<file path="src/rtl/usb_utm_pkg.sv">
// +----------------------------------------------------------------------------+
// | usb_utm_pkg : shared UTM/USB types, PID encodings and CRC16 constants      |
// | Revision    : 1.0                                                          |
// +----------------------------------------------------------------------------+
`default_nettype none

package usb_utm_pkg;

  typedef logic [7:0] bus8_t;

  typedef enum logic [3:0] {
    PID_RSVD  = 4'h0,
    PID_OUT   = 4'h1,
    PID_ACK   = 4'h2,
    PID_DATA0 = 4'h3,
    PID_PING  = 4'h4,
    PID_SOF   = 4'h5,
    PID_NYET  = 4'h6,
    PID_DATA2 = 4'h7,
    PID_SPLIT = 4'h8,
    PID_IN    = 4'h9,
    PID_NAK   = 4'hA,
    PID_DATA1 = 4'hB,
    PID_PRE   = 4'hC,
    PID_SETUP = 4'hD,
    PID_STALL = 4'hE,
    PID_MDATA = 4'hF
  } usb_pid_t;

  localparam logic [15:0] CRC16_POLY_REFL = 16'hA001;
  localparam logic [15:0] CRC16_INIT      = 16'hFFFF;

  // GAP exists only when the inter-packet gap is compiled in
  typedef enum logic [2:0] {
    ST_IDLE   = 3'd0,
    ST_PID    = 3'd1,
    ST_DATA   = 3'd2,
    ST_CRC_LO = 3'd3,
    ST_CRC_HI = 3'd4
`ifdef USB_SIE_TX_IPG_EN
    , ST_GAP  = 3'd5
`endif
  } tx_state_t;

  function automatic logic pid_is_handshake(input usb_pid_t pid);
    return pid inside {PID_ACK, PID_NAK, PID_STALL, PID_NYET};
  endfunction

  function automatic logic pid_is_data(input usb_pid_t pid);
    return pid inside {PID_DATA0, PID_DATA1, PID_DATA2, PID_MDATA};
  endfunction

endpackage

`default_nettype wire

</file>
<file path="src/rtl/usb_crc16.sv">
// +----------------------------------------------------------------------------+
// | usb_crc16 : combinational byte-wide USB CRC16 update, LSB first            |
// | Revision  : 1.0                                                            |
// +----------------------------------------------------------------------------+
`default_nettype none

module usb_crc16
  import usb_utm_pkg::*;
(
  input  logic [15:0] crc_in,
  input  bus8_t       data,
  output logic [15:0] crc_out
);

  always_comb begin
    crc_out = crc_in;
    for (int i = 0; i < 8; i++) begin
      if (crc_out[0] ^ data[i]) begin
        crc_out = (crc_out >> 1) ^ CRC16_POLY_REFL;
      end else begin
        crc_out = crc_out >> 1;
      end
    end
  end

endmodule

`default_nettype wire

</file>
<file path="src/rtl/usb_sie_tx.sv">
// +----------------------------------------------------------------------------+
// | usb_sie_tx : USB SIE transmit path (handshake and data packets to UTM).    |
// | Define USB_SIE_TX_IPG_EN to add an IPG_CYCLES idle gap after each packet.  |
// | Revision   : 1.0                                                           |
// +----------------------------------------------------------------------------+
`default_nettype none

module usb_sie_tx
  import usb_utm_pkg::*;
#(
  parameter int IPG_CYCLES = 16
) (
  input  logic     clk,
  input  logic     rst_n,
  input  logic     pkt_start,
  input  usb_pid_t pkt_pid,
  input  logic     pkt_zlp,
  output logic     pkt_ready,
  input  bus8_t    pld_data,
  input  logic     pld_valid,
  input  logic     pld_last,
  output logic     pld_ready,
  output bus8_t    utm_data_in,
  output logic     utm_tx_valid,
  input  logic     utm_tx_ready,
  output logic     pkt_done,
  output logic     tx_err
);

  tx_state_t   state_q, state_d;
  usb_pid_t    pid_q, pid_d;
  logic        zlp_q, zlp_d;
  logic [15:0] crc_q, crc_d;
  logic [15:0] crc_next;
  logic        done_q, done_d;
  logic        err_q, err_d;

`ifdef USB_SIE_TX_IPG_EN
  localparam int              GAP_W      = (IPG_CYCLES > 1) ? $clog2(IPG_CYCLES) : 1;
  localparam logic [GAP_W-1:0] GAP_LAST  = GAP_W'(IPG_CYCLES - 1);
  localparam tx_state_t       END_STATE  = ST_GAP;
  logic [GAP_W-1:0] gap_cnt_q, gap_cnt_d;
`else
  localparam tx_state_t       END_STATE  = ST_IDLE;
  logic unused_ipg;
  assign unused_ipg = (IPG_CYCLES != 0);
`endif

  usb_crc16 u_crc16 (
    .crc_in  (crc_q),
    .data    (pld_data),
    .crc_out (crc_next)
  );

  assign pkt_ready = (state_q == ST_IDLE);
  assign pld_ready = (state_q == ST_DATA) & utm_tx_ready & pld_valid;
  assign pkt_done  = done_q;
  assign tx_err    = err_q;

  // The CRC is sent complemented, low byte first
  always_comb begin
    utm_tx_valid = 1'b0;
    utm_data_in  = '0;
    case (state_q)
      ST_PID: begin
        utm_tx_valid = 1'b1;
        utm_data_in  = {~pid_q, pid_q};
      end
      ST_DATA: begin
        utm_tx_valid = 1'b1;
        utm_data_in  = pld_data;
      end
      ST_CRC_LO: begin
        utm_tx_valid = 1'b1;
        utm_data_in  = ~crc_q[7:0];
      end
      ST_CRC_HI: begin
        utm_tx_valid = 1'b1;
        utm_data_in  = ~crc_q[15:8];
      end
      default: ;
    endcase
  end

  always_comb begin
    state_d   = state_q;
    pid_d     = pid_q;
    zlp_d     = zlp_q;
    crc_d     = crc_q;
    done_d    = 1'b0;
    err_d     = 1'b0;
`ifdef USB_SIE_TX_IPG_EN
    gap_cnt_d = gap_cnt_q;
`endif
    case (state_q)
      ST_IDLE: begin
        if (pkt_start) begin
          if (pid_is_handshake(pkt_pid) || pid_is_data(pkt_pid)) begin
            state_d = ST_PID;
            pid_d   = pkt_pid;
            zlp_d   = pkt_zlp;
            crc_d   = CRC16_INIT;
          end else begin
            err_d   = 1'b1;
          end
        end
      end
      ST_PID: begin
        if (utm_tx_ready) begin
          if (pid_is_handshake(pid_q)) begin
            done_d  = 1'b1;
            state_d = END_STATE;
          end else if (zlp_q) begin
            state_d = ST_CRC_LO;
          end else begin
            state_d = ST_DATA;
          end
        end
      end
      ST_DATA: begin
        if (utm_tx_ready) begin
          if (pld_valid) begin
            crc_d = crc_next;
            if (pld_last) begin
              state_d = ST_CRC_LO;
            end
          end else begin
            // Underrun: the UTM wanted a byte and none was ready
            err_d   = 1'b1;
            state_d = END_STATE;
          end
        end
      end
      ST_CRC_LO: begin
        if (utm_tx_ready) begin
          state_d = ST_CRC_HI;
        end
      end
      ST_CRC_HI: begin
        if (utm_tx_ready) begin
          done_d  = 1'b1;
          state_d = END_STATE;
        end
      end
`ifdef USB_SIE_TX_IPG_EN
      ST_GAP: begin
        if (gap_cnt_q == GAP_LAST) begin
          gap_cnt_d = '0;
          state_d   = ST_IDLE;
        end else begin
          gap_cnt_d = gap_cnt_q + 1'b1;
        end
      end
`endif
      default: state_d = ST_IDLE;
    endcase
  end

  always_ff @(posedge clk) begin
    if (!rst_n) begin
      state_q   <= ST_IDLE;
      pid_q     <= PID_RSVD;
      zlp_q     <= 1'b0;
      crc_q     <= CRC16_INIT;
      done_q    <= 1'b0;
      err_q     <= 1'b0;
`ifdef USB_SIE_TX_IPG_EN
      gap_cnt_q <= '0;
`endif
    end else begin
      state_q   <= state_d;
      pid_q     <= pid_d;
      zlp_q     <= zlp_d;
      crc_q     <= crc_d;
      done_q    <= done_d;
      err_q     <= err_d;
`ifdef USB_SIE_TX_IPG_EN
      gap_cnt_q <= gap_cnt_d;
`endif
    end
  end

endmodule

`default_nettype wire

</file>
<file path="config.mk">
export PLATFORM = sky130hd
export DESIGN_NAME = usb_sie_tx
export DESIGN_NICKNAME = d
export VERILOG_FILES = /design/src/rtl/usb_utm_pkg.sv /design/src/rtl/usb_crc16.sv /design/src/rtl/usb_sie_tx.sv
export SDC_FILE = /design/constraint.sdc
export NUM_CORES = 1
export LEC_CHECK = 0
export BUFFER_PORTS_ARGS = -buffer_cell sky130_fd_sc_hd__buf_4
export CAP_MARGIN = 10
export CORE_MARGIN = 5
export CORE_UTILIZATION = 59
export CTS_CLUSTER_SIZE = 28
export DETAILED_ROUTE_END_ITERATION = 16
export PLACE_DENSITY = 0.85
export SLEW_MARGIN = 20
export SYNTH_ARGS = -nofsm -noshare
export SYNTH_HDL_FRONTEND = slang
export SYNTH_HIERARCHICAL = 1
export SYNTH_SLANG_ARGS = --single-unit
</file>
<file path="constraint.sdc">
create_clock -name clk -period 5.4 [get_ports clk]
set_clock_uncertainty 0.05 [all_clocks]
set_input_delay 0.27 -clock clk [delete_from_list [all_inputs] [get_ports clk]]
set_output_delay 0.27 -clock clk [all_outputs]
set_load 0.02 [all_outputs]
</file>
Word level (Yosys, flattened, before mapping)

Cells that the tools add are included.

Equal/unequal tests: 24
Multiplexer cells: 35
Bitwise operators: 21
Reductions and logical operators: 10

Operator list:

| operator                                                              | number |
|---|---|
| 16-bit two-way mux                                                    | 12 |
| 16-bit one-hot mux with 2 select lines                                | 1 |
| 8-bit one-hot mux with 4 select lines                                 | 1 |
| 4-bit equality test, second input constant                            | 6 |
| 3-bit two-way mux                                                     | 8 |
| 2-bit inverter with 3-bit output                                      | 8 |
| 8-bit inverter                                                        | 2 |
| 3-bit one-hot mux with 5 select lines                                 | 1 |
| 4-bit by 2-bit equality test with 1-bit output, second input constant | 3 |
| 4-bit by 3-bit equality test with 1-bit output, second input constant | 3 |
| 2-bit inequality test, second input constant                          | 6 |
| 4-bit nonzero test                                                    | 3 |
| 1-bit two-way mux                                                     | 9 |
| 1-bit XOR                                                             | 8 |
| 7-bit AND reduction                                                   | 1 |
| 3-bit by 2-bit equality test with 1-bit output, second input constant | 2 |
| 5-bit AND reduction                                                   | 1 |
| 4-bit inverter                                                        | 1 |
| 1-bit one-hot mux with 2 select lines                                 | 2 |
| 4-bit OR reduction                                                    | 1 |
| 3-bit by 1-bit equality test with 1-bit output, second input constant | 1 |
| 3-bit equality test, second input constant                            | 1 |
| 3-bit zero test                                                       | 1 |
| 3-bit inequality test, second input constant                          | 1 |
| 6 further kinds                                                       | 7 |

Bits in registers: 26
Input bits: 19
Output and inout bits: 13
Logic and storage cells: 96

Depth between registers and ports, before layout

Depth in word-level cells: 19
Gate-level depth with buffers: 7
Gate-level depth less buffers: 6

Hierarchy

Netlist, hierarchy kept.

By module, submodules not included:

| module     | instances | cells each | area each (µm²) | sequential area each (µm²) |
|---|---|---|---|---|
| usb_sie_tx | 1         | 181        | 1,453.9         | 520.5 |
| usb_crc16  | 1         | 26         | 251.5           | 0.0 |

Worst setup path before layout

No wires, ideal clock.

Path kind: flip-flop to flip-flop
From: reg crc_q[3]
To: reg crc_q[0]
Library setup time: 0.132 ns
Arrival: 1.826 ns
Required time: 5.218 ns
Slack: 3.391 ns
Cell stages (with the launch flop): 7
Buffers on the path: 0
Clock period less this slack: 2.009 ns
Cell sequence: dfxtp_1 -> xor2_1 -> xnor2_1 -> xor3_2 -> xnor3_1 -> nor3_1 -> o21ai_0

Longest elaborated chain between the ends: 17

Ends and longest elaborated chain:

| item                                              | line              | source |
|---|---|---|
| from (decl)                                       | usb_sie_tx.sv:33  | `logic [15:0] crc_q, crc_d;` |
| from (signal assigned)                            | usb_sie_tx.sv:174 | `crc_q <= crc_d;` |
| 16-bit two-way mux (*) (2 in a row)               | usb_crc16.sv:18   | `if (crc_out[0] ^ data[i]) begin` |
| 2-bit inverter with 3-bit output (no source line) | -                 |  |
| 16-bit two-way mux (*)                            | usb_crc16.sv:18   |  |
| 1-bit XOR (*)                                     | usb_crc16.sv:18   |  |
| 16-bit two-way mux (*)                            | usb_crc16.sv:18   |  |
| 1-bit XOR (*)                                     | usb_crc16.sv:18   |  |
| 16-bit two-way mux (*)                            | usb_crc16.sv:18   |  |
| 1-bit XOR (*)                                     | usb_crc16.sv:18   |  |
| 16-bit two-way mux (*)                            | usb_crc16.sv:18   |  |
| 1-bit XOR (*)                                     | usb_crc16.sv:18   |  |
| 16-bit two-way mux (*)                            | usb_crc16.sv:18   |  |
| 1-bit XOR (*)                                     | usb_crc16.sv:18   |  |
| 16-bit two-way mux (*)                            | usb_crc16.sv:18   |  |
| named net crc_next[0]                             | usb_sie_tx.sv:34  | `logic [15:0] crc_next;` |
| 16-bit two-way mux (*)                            | usb_sie_tx.sv:122 | `if (pld_valid) begin` |
| 16-bit two-way mux (*)                            | usb_sie_tx.sv:121 | `if (utm_tx_ready) begin` |
| 16-bit one-hot mux with 2 select lines (*)        | usb_sie_tx.sv:95  | `case (state_q)` |

The timed path passes the listed nets; every way through them passes the cells marked *. The select of a mux whose other input is x is not followed.
A chain may end at the register's enable or synchronous reset.

Worst setup path in the final report

From: reg state_q[1]
To: out pld_ready

Longest elaborated chain between the ends: 3

Ends and longest elaborated chain:

| item                                           | line              | source |
|---|---|---|
| from (decl)                                    | usb_sie_tx.sv:30  | `tx_state_t state_q, state_d;` |
| from (signal assigned)                         | usb_sie_tx.sv:171 | `state_q <= state_d;` |
| 3-bit by 2-bit equality test with 1-bit output | usb_sie_tx.sv:56  | `assign pld_ready = (state_q == ST_DATA) & utm_tx_ready & pld_valid;` |
| 1-bit AND (2 in a row)                         | usb_sie_tx.sv:56  |  |
| to (decl)                                      | usb_sie_tx.sv:22  | `output logic pld_ready,` |

No other way between the ends.

==> flow_metrics.py <==
metrics = {
    "grt": {
        "grt_pass1_vias": 1375,
        "grt.overflow.total": 0,
        "grt_pass1_wl_um": 6440,
        "grt_antenna_before_repair": 0,
        "grtUsageTotal_pct": 18.9,
        "grt_start_max_net_pins": 29,
    },
    "worst_setup_path": {
        "cp_max_fo": 28,
        "crit_path_start_kind": "flop",
        "cp_top_family": "simple AND/OR/NAND/NOR gates",
        "arrival_ns": 2.87,
        "cp_num_buf_inv": 1,
        "crit_required_ns": 5.08,
        "setup.worst_path.class": "reg2out",
        "slowest_delay_ns": 0.87,
        "crit_path_end_kind": "output port",
        "cp_cell_sequence": "nor2b_1, nand2b_1, nor2_1, buf_4",
        "critPathSlowestCell": "dfxtp_1",
    },
    "synth": {
        "synth-edff-count": 0,
        "ys_warn_count": 6,
        "synth_area_um2": 1710,
        "ys_top_cells_by_area": "dfxtp_1 31%, xnor2_1 8.2%, nor2_1 6.2%",
        "yosysSeqAreaShare_pct": 30.5,
        "syn_avg_cell_area_um2": 8.24,
        "syn_inst": 207,
        "synthFlopType": "dfxtp_1",
        "syn-num-nets": 226,
        "synth_cell_type_count": 42,
        "yosys.area.top_type": "dfxtp_1",
        "synth_top_area_share_pct": 30.5,
        "ys_ff_latch": 26,
        "async_reset_ff_share_pct": 0,
    },
    "pwr": {
        "p_leak_nw": 0.689,
        "total_power_uw": 450,
        "cellPowerDensity_nw_per_um2": 241,
        "ir_worst_vdd_v": 0.000215,
    },
    "final_layout": {
        "area_growth_pct": 9.46,
        "antenna_cells": 0,
        "drive_gt1_share_pct": 22.4,
        "final_cells": 250,
        "fin_nets": 240,
    },
    "sta": {
        "final_max_slew_viol_count": 0,
        "min_period_ns": 3.19,
        "layout_setup_ws_ns": 2.21,
        "grt_setup_unrepaired": "no",
        "fmax_mhz": 314,
        "fin_tns_setup_ns": 0,
        "relSlewSlack_pct": 38.0,
        "worst_pin_slew_ns": 0.930,
        "finalHoldViolations": 0,
        "setup_viol": 0,
        "post-route-period-util_pct": 59.0,
    },
    "floorplanning": {
        "die_w_um": 63.8,
        "core_area_um2": 2760,
        "die_h_um": 63.8,
        "io_pins": 32,
        "initial_utilization_pct": 61.8,
        "fp.dieArea_um2": 4070,
        "num_rows": 19,
    },
    "placed_design": {
        "dp_cells": 247,
        "hpwl_um": 2790,
        "place_congestion": 0.943,
        "io_buffers": 31,
        "pre_cts_ws_ns": 2.64,
    },
    "outcome": {
        "status": "finished, final reports clean",
    },
    "clock_network": {
        "postCtsSetupBuffers": 0,
        "cts_buffers": 3,
        "path_clk_slew_ns": 0.13,
        "cts_tree": "done",
        "clockBufferDepth": 2,
        "postCtsHoldBufs": 0,
        "clock-root-buffer": "clkbuf_4",
        "cts-resized-gates": 0,
        "htreeDepth": 1,
        "clock_latency_ns": 0.32,
        "cts_sinks": 26,
    },
    "drt": {
        "routed_wirelength_um": 3800,
        "first_pass_iters": 4,
        "viasPerCell": 5.88,
        "drc": 0,
        "wl_per_cell_um": 15.2,
        "drt_iter0_drc": 116,
        "vias": 1469,
        "final_antenna_net_count": 0,
    },
    "worst_hold_path": {
        "hold_class": "in2reg",
    },
    "flow_run": {
        "drv_cap": 0,
    },
}
==> cell usage in the layout, fill, tap and decap left out, types with 7 or more instances in the layout <==
cell     count
a21oi_1     11
o21ai_1     12
nor3_2      10
xnor2_1     16
dfxtp_1     26
nand2_1      7
nor3_1       9
buf_4       31
o21ai_0     12
nor2_1      28
==> worst min-delay path, cell delays in order <==
cell and delay [ns]:
buf_4 0.08, mux2i_1 0.05, nor2b_1 0.09
==> through the flow <==
stage / hold slack [ns] / utilization, % / area [um^2]
global placement: 0.463 / 66.9 / 1840
detailed placement: 0.474 / 66.9 / 1840
CTS: 0.145 / 67.7 / 1870
floorplan: 0.348 / - / 1710
finish: 0.149 / 67.7 / 1870
global route: 0.142 / 67.7 / 1870
==> registers in the layout (all words and copies together) (netlist names) <==
signal / flops
tx_err: 1
pkt_done: 1
crc_q: 16
state_q: 3
zlp_q: 1
pid_q: 4
==> cell usage after synthesis, types with 5 or more instances <==
library cell   n
a21oi_1       11
buf_4          6
clkbuf_1       9
dfxtp_1       26
inv_1          5
nand2_1        7
nand2b_1       5
nor2_1        28
nor2b_1        6
nor3_1         9
nor3_2        10
o21ai_0       12
o21ai_1       12
o22ai_1        6
xnor2_1       16
==> layer usage <==
layer,part of all wire [%],GRT usage [%],vias up
met5,0,0,-
met3,7.2,4.90,4
met1,46,26.3,666
met4,0.47,2.60,0
met2,47,30.3,65
li1,-,-,734
==> final timing paths <==
check | from | endpoint | slack [ns] | depth (start not counted)
min reg2reg | pid_q[1]$_SDFFE_PN0P_ | pid_q[1]$_SDFFE_PN0P_ | 0.49 | 2
max | state_q[1]$_SDFFE_PN0P_ | pld_ready | 2.21 | 4
max reg2reg | state_q[1]$_SDFFE_PN0P_ | crc_q[14]$_SDFFE_PN1P_ | 2.64 | 4
min | pkt_pid[0] | pid_q[0]$_SDFFE_PN0P_ | 0.15 | 3
==> area by class of cell <==
type / instances / area [um^2]
Clock buffer: 3 / 22.5
Timing Repair Buffer: 31 / 233
Inverter: 5 / 18.8
Tap cell: 31 / 38.8
Fill cell: 250 / 891
Sequential cell: 26 / 520
Multi-Input combinational cell: 154 / 1030
==> power by group <==
group	leakage, nW	switching, mW	total [mW]	internal (mW)
sequential	0.211	0.0163	0.214	0.198
clock	0.0138	0.0554	0.0816	0.0262
combinational	0.464	0.0822	0.154	0.0722
total	0.689	0.154	0.450	0.296
==> cells by family (layout without fill, tap and decap cells) <==
group,count (synthesis),in the layout,synth area share [%]
buffers and inverters,27,39,8.88
xor gates and xnor gates,22,22,13.1
and+or+nand+nor,74,74,24.7
DFF,26,26,30.5
AOI/OAI and AO/OA,53,53,19.8
muxes,5,5,3.01
(Power assumes the default switching activity.)
